===== config.mk =====
export PLATFORM = sky130hd
export DESIGN_NAME = avalon_sram_bridge
export DESIGN_NICKNAME = d
export VERILOG_FILES = /design/src/rtl/avalon_sram_bridge.sv
export SDC_FILE = /design/constraint.sdc
export NUM_CORES = 1
export LEC_CHECK = 0
export CAP_MARGIN = 10
export CORE_AREA = 2 2 159 146
export DETAILED_ROUTE_END_ITERATION = 6
export DIE_AREA = 0 0 161 148
export GPL_TIMING_DRIVEN = 0
export PLACE_DENSITY = 0.74
export RECOVER_POWER = 50
export SKIP_LAST_GASP = 1
export SYNTH_ARGS = -nofsm -noshare
export SYNTH_HDL_FRONTEND = slang
export SYNTH_SLANG_ARGS = --single-unit

===== constraint.sdc =====
create_clock -name clk -period 2 [get_ports clk]
set_clock_uncertainty 0.15 [all_clocks]
set_input_delay 0.4 -clock clk [delete_from_list [all_inputs] [get_ports clk]]
set_output_delay 0.4 -clock clk [all_outputs]
set_load 0.01 [all_outputs]

===== src/rtl/avalon_sram_bridge.sv =====
// Avalon-MM slave bridging the CPU boot window onto a synchronous SRAM.
// Adds programmable wait states, sticky error capture and transaction counters.
module avalon_sram_bridge #(
    parameter logic [31:0] BASE_ADDR   = 32'hBFC00000,
    parameter int          ADDR_W      = 14,
    parameter int          WAIT_STATES = 1,
    parameter logic [31:0] ERR_DATA    = 32'hDEADBEEF
) (
    input  logic              clk,
    input  logic              reset,
    input  logic [31:0]       address,
    input  logic              read,
    input  logic              write,
    input  logic [31:0]       writedata,
    input  logic [3:0]        byteenable,
    output logic [31:0]       readdata,
    output logic              waitrequest,
    output logic              sram_en,
    output logic              sram_we,
    output logic [ADDR_W-1:0] sram_addr,
    output logic [3:0]        sram_be,
    output logic [31:0]       sram_wdata,
    input  logic [31:0]       sram_rdata,
    output logic              bus_error,
    output logic [31:0]       err_address,
    output logic [31:0]       rd_count,
    output logic [31:0]       wr_count
);

    localparam logic [2:0] S_IDLE   = 3'd0;
    localparam logic [2:0] S_WAIT   = 3'd1;
    localparam logic [2:0] S_ACCESS = 3'd2;
    localparam logic [2:0] S_DONE   = 3'd3;
    localparam logic [2:0] S_ERR    = 3'd4;

    // 33-bit window bounds so the top of the window cannot wrap
    localparam logic [32:0] WIN_LO = {1'b0, BASE_ADDR};
    localparam logic [32:0] WIN_HI = WIN_LO + (33'd4 << ADDR_W);
    localparam logic [ADDR_W-1:0] BASE_W = BASE_ADDR[ADDR_W+1:2];
    localparam logic [3:0] WS_LOAD = (WAIT_STATES > 0) ? 4'(WAIT_STATES - 1) : 4'd0;

    logic [2:0]  state_q, state_d;
    logic [3:0]  cnt_q, cnt_d;
    logic [31:0] addr_q;
    logic [31:0] wdata_q;
    logic [3:0]  be_q;
    logic        rd_q, wr_q;
    logic [31:0] rdata_q;
    logic        err_q;
    logic [31:0] err_addr_q;
    logic [31:0] rd_cnt_q, wr_cnt_q;

    logic        req;
    logic        req_ok;
    logic        in_win;
    logic        acc;
    logic        fin;

    assign req    = read | write;
    assign in_win = ({1'b0, address} >= WIN_LO) && ({1'b0, address} < WIN_HI);
    assign req_ok = (read ^ write) && (address[1:0] == 2'b00) && in_win;
    assign acc    = (state_q == S_ACCESS);
    assign fin    = (state_q == S_DONE) || (state_q == S_ERR);

    always_comb begin
        state_d = state_q;
        cnt_d   = cnt_q;
        case (state_q)
            S_IDLE: begin
                if (req) begin
                    if (!req_ok) begin
                        state_d = S_ERR;
                    end else if (WAIT_STATES > 0) begin
                        state_d = S_WAIT;
                        cnt_d   = WS_LOAD;
                    end else begin
                        state_d = S_ACCESS;
                    end
                end
            end
            S_WAIT: begin
                if (cnt_q == 4'd0) state_d = S_ACCESS;
                else cnt_d = cnt_q - 4'd1;
            end
            S_ACCESS: state_d = S_DONE;
            S_DONE:   state_d = S_IDLE;
            S_ERR:    state_d = S_IDLE;
            default:  state_d = S_IDLE;
        endcase
    end

    assign waitrequest = !fin;
    assign sram_en     = acc;
    assign sram_we     = acc & wr_q;
    assign sram_addr   = acc ? (addr_q[ADDR_W+1:2] - BASE_W) : '0;
    assign sram_be     = (acc & wr_q) ? be_q : 4'd0;
    assign sram_wdata  = (acc & wr_q) ? wdata_q : 32'd0;

    always_comb begin
        readdata = rdata_q;
        if (state_q == S_DONE && rd_q) readdata = sram_rdata;
        if (state_q == S_ERR && rd_q)  readdata = ERR_DATA;
    end

    assign bus_error   = err_q;
    assign err_address = err_addr_q;
    assign rd_count    = rd_cnt_q;
    assign wr_count    = wr_cnt_q;

    always_ff @(posedge clk or negedge reset) begin
        if (!reset) begin
            state_q    <= S_IDLE;
            cnt_q      <= 4'd0;
            addr_q     <= 32'd0;
            wdata_q    <= 32'd0;
            be_q       <= 4'd0;
            rd_q       <= 1'b0;
            wr_q       <= 1'b0;
            rdata_q    <= 32'd0;
            err_q      <= 1'b0;
            err_addr_q <= 32'd0;
            rd_cnt_q   <= 32'd0;
            wr_cnt_q   <= 32'd0;
        end else begin
            state_q <= state_d;
            cnt_q   <= cnt_d;
            if (state_q == S_IDLE && req) begin
                addr_q  <= address;
                wdata_q <= writedata;
                be_q    <= byteenable;
                rd_q    <= read;
                wr_q    <= write;
            end
            if (fin && rd_q) rdata_q <= readdata;
            if (state_q == S_ERR) begin
                err_q <= 1'b1;
                if (!err_q) err_addr_q <= addr_q;
            end
            // read&write both high is tallied as a read
            if (fin) begin
                if (rd_q) rd_cnt_q <= rd_cnt_q + 32'd1;
                else wr_cnt_q <= wr_cnt_q + 32'd1;
            end
        end
    end

endmodule


==> out/results.ini <==
[outcome]
outcome=finished, violations left
violations=setup timing

[sta]
whs_ns=0.260
fin_crit_ns=2.60
fin_ws_ns=-0.603
slew_headroom_pct=19.1
fin_crit_sh_pct=130
final-hold-violation-count=0
tightest_slew_ns=1.21
rsz0062_at_grt=yes
setup_viol=358
max_freq_mhz=384
slew_viol_final=0

[place]
dp_cells=1506
port-buffer-count=285
place.gp.congestion=0.846
hpwl_um=18100

[setup_path]
timing.rr.end=rd_count[13]$_DFFE_PN0P_
reg2reg_from=state_q[0]$_DFFE_PN0P_
critPathSlowestCell=dfrtp_1
endpoint_kind=output port
crit_arrival_ns=2.05
path_max_fanout=5
worstSetupStartpointType=flip-flop
reg2reg_depth=8
cp_slowest_stage_delay_ns=0.41
crit_type=reg -> out
required_ns=1.45
regToRegSetupSlack_ns=-0.36
path_cells=buf_8, and4b_2, buf_6, clkbuf_16, nand2_4, a21oi_2, buf_2

[flow_run]
drv_cap=0

[floorplan]
initial_utilization_pct=41.4
dieArea_sq_um=23800
core-area_sq_um=22100
rows=52
die_w_um=161
die_height_um=148
pin_count=286

[logic_synthesis]
syn_area_sq_um=9150
synth_enable_flop_cells=0
synthArstFlopShare_pct=100
ys_seq_elements=206
syn-num-nets=1032
synth_cells=923
synth_warnings=0
seq_area_frac_synth_pct=56.3
avgSynthCellArea_sq_um=9.91
synth_area_leaders=dfrtp_1, nand2_1, mux2_2, nand3_1, xnor2_1
yosysTopAreaCell=dfrtp_1
yosys.area.top_type_share_pct=56.3
yosys.cell_types.count=43
synth_ff_type=dfrtp_1

[clock_network]
clock_latency_ns=0.52
cts_tree=yes
cts.sink_count=206
clock_tree.root_cell=clkbuf_16
clkSlewWorstSetupHoldPaths_ns=0.06
h-tree-depth=1
clock_path_buffers=3
cts_buffers=24

[pwr]
p_total_mw=11.7
powerDensity_nw_per_um2=807
p_leak_nw=6.78
vdd_drop_max_mv=0.581

[global_route]
grt_max_degree=121
track_usage_pct=21.9
grt_overflow_total=0
grt_pass1_vias=8014
grt_pass1_wl_um=42100
antenna_found_initial=1

[min_path]
whs_path_depth=3
min_path_type=in -> reg
hold_path_end=wdata_q[8]$_DFFE_PN0P_
hp-start=writedata[8]

[layout]
fin_cells=1618
layout-drive-gt1-share_pct=25.9
antenna_cells=0
syn_to_final_growth_pct=58.4
fin_nets=1412

[detailed_routing]
vias=8169
vias_per_cell=5.05
finalWirelength_um=27300
final_antenna_net_count=0
drt_iter0_drc=458
wl_per_cell_um=16.9
first_pass_iters=5
drcViolationCount=0

[flip-flops by register name, summed over array words and instances (netlist names), 3 cells and up]
register and cells:
wdata_q 32, addr_q 32, err_address 32, rd_count 32, cnt_q 4, rdata_q 32
state_q 3, be_q 4, wr_count 32
[logic make-up after synthesis]
group / count (synthesis) / share of synthesized area, %
adders and majority gates: 5 / 0.684
AOI/OAI and AO/OA: 30 / 2.61
and+or+nand+nor: 522 / 27.1
xor gates and xnor gates: 65 / 6.22
DFF: 206 / 56.3
buffers and inverters: 61 / 2.83
muxes: 34 / 4.18
[worst max-delay path: cells and delay by family, from the launching register on]
family          cells  cell delay [ns]
compound gates      1             0.14
buf+inv             4             0.58
flops               1             0.41
simple gates        2             0.41
[power breakdown]
part	switching (mW)	internal (mW)
Clock	1.75	3.02
Combinational	0.940	1.03
Sequential	0.344	4.62
[per-stage QoR]
| stage | cell area (sq um) | util (%) | setup TNS, ns | setup slack (ns) |
|---|---|---|---|---|
| 2_1_floorplan | 9180 | - | -0.0584 | -0.0407 |
| 3_3_place_gp | 12400 | 56.1 | -1860.32 | -8.33 |
| 3_5_place_dp | 12400 | 56.2 | -146.97 | -0.985 |
| 4_1_cts | 14000 | 63.3 | -95.87 | -0.604 |
| 5_1_grt | 14500 | 65.5 | -131.77 | -0.697 |
| 6_report | 14500 | 65.5 | -73.56 | -0.603 |
[final cells by class]
cell class              instances  area [sq um]
fillers                      1776          7630
flip-flops and latches        206          5150
multi-input cells             656          4090
repair buffers                355          3450
clock buffers                  33           716
plain buffers                  51           520
well taps                     297           372
clock inverters                11           163
inverters                       9          33.8
[synthesized netlist by cell type (3+ instances only)]
cell type,count
dfrtp_1,206
nand4_1,24
and2_1,17
buf_2,9
nand4b_1,5
buf_4,5
ha_1,5
nand3_1,76
buf_1,3
nand2_1,292
nor3b_1,3
xnor2_1,41
mux2_2,34
clkbuf_1,35
a21oi_1,17
o21ai_0,5
and4_1,6
nor3_1,7
nor2_1,12
inv_1,9
xor2_1,24
and3_1,51
nor4_1,13
[per-layer routing]
layer / global-route usage, % / part of all wire (%) / vias to the layer above
met2: 36.3 / 48 / 269
met5: 0 / 0 / -
met3: 7.15 / 8.3 / 51
met4: 6.74 / 2.7 / 0
li1: - / - / 3861
met1: 27.4 / 41 / 3988
[how the worst max path moves through the flow]
stage                              end  cells past startpoint  slack (ns)              startpoint
2_1_floorplan             readdata[14]                      6       -0.04  state_q[2]$_DFFE_PN0P_
3_3_place_gp   wdata_q[26]$_DFFE_PN0P_                      1       -8.33                   reset
3_5_place_dp    addr_q[16]$_DFFE_PN0P_                      8       -0.99                    read
4_1_cts                   readdata[20]                      7       -0.60  state_q[2]$_DFFE_PN0P_
5_1_grt                   readdata[22]                      7       -0.70  state_q[2]$_DFFE_PN0P_
6_report                  readdata[22]                      7       -0.60  state_q[2]$_DFFE_PN0P_
[timing repair]
action / 4_1_cts / 5_1_grt
hold buffers: 1 / 0
setup endpoints to repair: 303 / 336
endpoints found under the hold margin: 86 / 0
pin swaps: 17 / 23
setup buffers: 28 / 31
gates resized for setup: 452 / 96
gates cloned: 8 / 2
[layout by cell type, fill, tap and decap left out, drive strengths merged, types with 17 or more instances in the layout]
master / count
clkdlybuf4s15: 27
buf: 148
clkdlybuf4s50: 199
xnor2: 41
mux2: 34
clkbuf: 61
dfrtp: 206
nand3: 76
xor2: 24
nand4: 24
a21oi: 17
and2: 17
and3: 51
nand2: 292
(Power assumes the default switching activity.)
==> variant 1 (same flow settings) <==
Put one more register stage on the output `err_address`, cleared by the reset. The value now appears one clock later. The other outputs are not delayed to match.
--- a/src/rtl/avalon_sram_bridge.sv
+++ b/src/rtl/avalon_sram_bridge.sv
@@ -103,7 +103,13 @@
     end
 
     assign bus_error   = err_q;
-    assign err_address = err_addr_q;
+    always_ff @(posedge clk or negedge reset) begin
+        if (!reset) begin
+            err_address <= '0;
+        end else begin
+            err_address <= err_addr_q;
+        end
+    end
     assign rd_count    = rd_cnt_q;
     assign wr_count    = wr_cnt_q;
 
Formal check against the unedited RTL: not equivalent (a bounded check fails within 4 cycles, from zero or initial values and one cycle with reset low).
==> variant 1 against the original RTL <==
  * Wire length rose by 15%
  * Area after synthesis rose by 8.7%
  * Final area rose by 16%
  * Worst setup slack improved by 0.026 ns
  * Sequential cell count rose by 32
  * The run still ends with negative setup slack left
  * Global-route usage rose by 2.3 points
  * Total power rose by 13%
  * Sequential share of layout area fell by 0.22 points
==> variant 1: results (changes against the original RTL) <==
hpwl dp=18,600 um (+3.0%); slowest CP cell=and4b_4; final setup vio count=312 (-13%); PortBufs=285 (unchanged); failing checks=negative setup slack; Hold Path Class=reg -> reg; arrival time at the worst endpoint=2.03 ns (-0.02 ns); Clock transition at path regs=0.06 ns (about the same); ANT cells=0 (unchanged); Avg Cell Area, Syn=10.3 um^2 (+4.2%); overall routing resource usage=24.2% (+2.3 points); WL met1=12,700 um (+13%); Cell variety after synth=45 (+4.7%); Routed WL per cell=18.4 um (+9.3%); area share of the leading cell type in the synthesized netlist=59.9% (+3.5 points); Clock H-tree levels=1 (unchanged); clk root buf=clkbuf_16; Synth area leaders=dfrtp_1 60%, nand2_1 11%, mux2_2 3.8%, and3_1 3.6%, nand3_1 3.4%; status=finished, violations left; setup bufs post-CTS=67 (+140%); Worst-Skew Late Latency=0.52 ns (about the same); Placer Congestion=0.817 (-3.4%); layout cells sized above 1=36.7% (+11 points); Pre-Repair DR Iteration Count=5 (unchanged); post-synthesis sequential area ratio=59.9% (+3.5 points); DRT iter0 DRCs=445 (-2.8%); cts bufs inserted=26 (+8.3%); wire length on met3=1880 um (-17%); clock buffer depth=3 (unchanged); WL met2=15,900 um (+21%); setup ws final=-0.577 ns (+0.0262 ns); via count=8,790 (+7.6%); Top delay family on crit path=simple AND/OR/NAND/NOR gates; final wirelength=31,400 um (+15%); M3 GR Usage=5.44% (-1.7 points); Fillers=1,467 (-17%); GR Layer Usage met1=31.4% (+4.1 points); Net Count, Synth=1,072 (+3.9%); first-pass GRT wire length=46,500 um (+10%); VDD IR max=0.000718 V (+24%); CP peak stage delay=0.41 ns (about the same); leakage power=8.41 nW (+24%); placed cells=1,548 (+2.8%); largest net degree at the start of global routing=111 (-8.3%); GR Util met2=40.9% (+4.6 points); YS warnings=0 (unchanged); Max-Slew Margin vs Limit=9.98% (-9.2 points); asr flop ratio synth=100% (unchanged); worst-path fanout max=6 (+1); initial antenna violation count=0 (-1); net switching power=0.00343 W (+13%); top sig layer=met4; Commonest cells post-synth=300 x nand2_1, 238 x dfrtp_1, 68 x nand3_1; PostCTS Resize Cnt=657 (+45%); hold buffer count at CTS=1 (unchanged)
==> variant 1: cell type report <==
class                      instances  share of cell area, %
inverter                          11                  0.260
tap                              297                   2.20
sequential                       238                   35.4
buffer                            45                   3.54
clock buffer                      43                   4.95
clock inverter                     5                  0.630
timing repair buffer             397                   24.2
multi-input combinational        667                   28.9
==> variant 1: kinds of logic (layout without fill, tap and decap cells) <==
group	Yosys count	count (layout)	share of synthesized area [%]
simple gates	530	531	25.3
fa+ha+maj	5	5	0.629
mux	34	34	3.85
compound gates	32	32	2.23
buf+inv	59	501	2.42
flops	238	238	59.9
xor+xnor	65	65	5.72
==> variant 1: path summary, 6_finish.rpt <==
kind | depth (start not counted) | endpoint | slack, ns | startpoint
hold reg to reg | 0 | err_address[29] | 0.23 | err_addr_q[29]
setup / recovery | 6 | readdata[4] | -0.58 | state_q[2]
max in group asynchronous | 3 | addr_q[2] | -0.08 | reset
min in group asynchronous | 2 | rd_count[29] | 0.59 | reset
setup reg to reg | 7 | rd_count[24] | -0.42 | state_q[0]
hold / removal | 0 | err_address[29] | 0.23 | err_addr_q[29]
==> variant 1: per-stage QoR <==
| stage | cell area, um^2 | worst slack (ns) | setup TNS, ns |
|---|---|---|---|
| finish | 16900 | -0.577 | -73.14 |
| global route | 16900 | -0.648 | -125.35 |
| CTS | 15600 | -0.613 | -78.39 |
| detailed placement | 13300 | -1.06 | -142.07 |
| global placement | 13200 | -9.70 | -2489.85 |
| floorplan | 9980 | -0.0762 | -3.35 |
==> variant 1: power by group through the flow <==
stage	Sequential, W	Clock [W]	Combinational [W]
6_report	0.00577	0.00517	0.00225
3_5_place_dp	0.00578	0	0.00174
2_1_floorplan	0.00579	0	0.000674
3_3_place_gp	0.00576	0	0.00169
4_1_cts	0.00570	0.00526	0.00199
5_1_grt	0.00582	0.00545	0.00244
==> variant 2 (same flow settings) <==
Without the edit above. Change the parameter `ADDR_W` from 14 to 13.
--- a/src/rtl/avalon_sram_bridge.sv
+++ b/src/rtl/avalon_sram_bridge.sv
@@ -2,7 +2,7 @@
 // Adds programmable wait states, sticky error capture and transaction counters.
 module avalon_sram_bridge #(
     parameter logic [31:0] BASE_ADDR   = 32'hBFC00000,
-    parameter int          ADDR_W      = 14,
+    parameter int          ADDR_W      = 13,
     parameter int          WAIT_STATES = 1,
     parameter logic [31:0] ERR_DATA    = 32'hDEADBEEF
 ) (
Ports: changed (resized sram_addr); port bits go from 286 to 285. The function was not compared with the original's and may differ.
==> variant 2 against the original RTL <==
  * The run still ends with negative setup slack left
  * Sequential cell count stayed put
  * Sequential share of layout area is 3.9 points lower
  * Worst setup slack better by 0.046 ns
  * Area after synthesis is 0.41% lower
  * Global-route usage is 1.3 points higher
  * Largest power group unchanged
  * Final area is 13% higher
  * First-iteration DRC count is 4.8% lower
  * Register-to-register slack better by 0.09 ns
  * Total power is 0.44% higher
  * Wire length is 13% higher
==> variant 2: results (changes against the original RTL) <==
via count=8,657 (+6.0%); worst-path fanout max=7 (+2); setup ws final=-0.557 ns (+0.0459 ns); final setup vio count=244 (-32%); Synth area leaders=dfrtp_1 57%, nand2_1 12%, mux2_2 4.2%, nand3_1 4.0%, and3_1 3.8%; status=finished, violations left; largest net degree at the start of global routing=109 (-9.9%); Final #Nets=1,474 (+4.4%); Synth Area in XOR/XNOR=6.25% (+0.026 points); M3 GR Usage=6.03% (-1.1 points); Commonest cells post-synth=294 x nand2_1, 206 x dfrtp_1, 72 x nand3_1; layout cells sized above 1=41.7% (+16 points); failing checks=negative setup slack; Cell variety after synth=44 (+2.3%); setup TNS=-57.94 ns (+15.62 ns); switching part of the total=27.9% (+1.9 points); GR Layer Usage met1=30.3% (+2.9 points); P_comb=0.00232 W (+18%); final wirelength=30,900 um (+13%); Placer Congestion=0.812 (-4.0%); mux contribution to synthesized area=4.20% (+0.017 points); Compound-Gate Fraction of Synth Area=2.09% (-0.52 points); leakage power=8.19 nW (+21%); initial antenna violation count=0 (-1); Int Power=0.00847 W (-2.2%); VDD IR max=0.000616 V (+6.2%); Fillers=1,520 (-14%); arrival time at the worst endpoint=2.01 ns (-0.04 ns); post-synthesis sequential area ratio=56.6% (+0.23 points); overall routing resource usage=23.2% (+1.3 points); fraction of the mapped netlist area in adder cells=0.687% (+0.0028 points); Net Count, Synth=1,043 (+1.1%); GR Util met2=38.5% (+2.3 points)
-- variant 2: cell count changes after synthesis, moves of 7 or more --
| cell | before | now |
|---|---|---|
| and2_1 | 17 | 6 |
| nor3_1 | 7 | 16 |
| nor2_1 | 12 | 19 |
| clkbuf_1 | 35 | 45 |
-- variant 2: worst max-delay path by stage --
stage               startpoint       endpoint  cells past startpoint
finish              state_q[2]   readdata[29]                      7
global route              wr_q  sram_wdata[5]                      4
CTS                 state_q[2]    readdata[7]                      7
detailed placement       write     addr_q[14]                      8
global placement         reset    rd_count[6]                      1
floorplan           state_q[1]   wr_count[25]                      7
-- variant 2: stage by stage --
step,std cells,setup slack [ns],util [%]
6_report,1678,-0.557,73.8
5_1_grt,1678,-0.646,73.8
4_1_cts,1649,-0.609,66.5
3_5_place_dp,1516,-1.24,56.4
3_3_place_gp,1515,-9.15,56.3
2_1_floorplan,934,-0.170,-
-- variant 2: routing by layer --
layer / routed length [um] / part of all wire, % / vias to the layer above
li1: - / - / 4010
met1: 12600 / 41 / 4311
met2: 15600 / 50 / 288
met3: 2010 / 6.5 / 48
met4: 716 / 2.3 / 0
met5: 0 / 0 / -
-- variant 2: area by class of cell --
type / count / share of cell area, %
Buffer: 48 / 3.78
Sequential cell: 206 / 31.6
Clock buffer: 33 / 4.38
Multi-Input combinational cell: 661 / 31.4
Inverter: 14 / 0.322
Tap cell: 297 / 2.27
Timing Repair Buffer: 410 / 25.8
Clock inverter: 9 / 0.452
-- variant 2: timing repair --
item                                    4_1_cts  5_1_grt
pin swaps                                    73      119
resized for setup                           656      368
hold endpoints to repair                    107        0
cloned                                       11       11
buffers inserted                             81       28
endpoints found under the setup margin      336      263
hold buffers                                  1        0
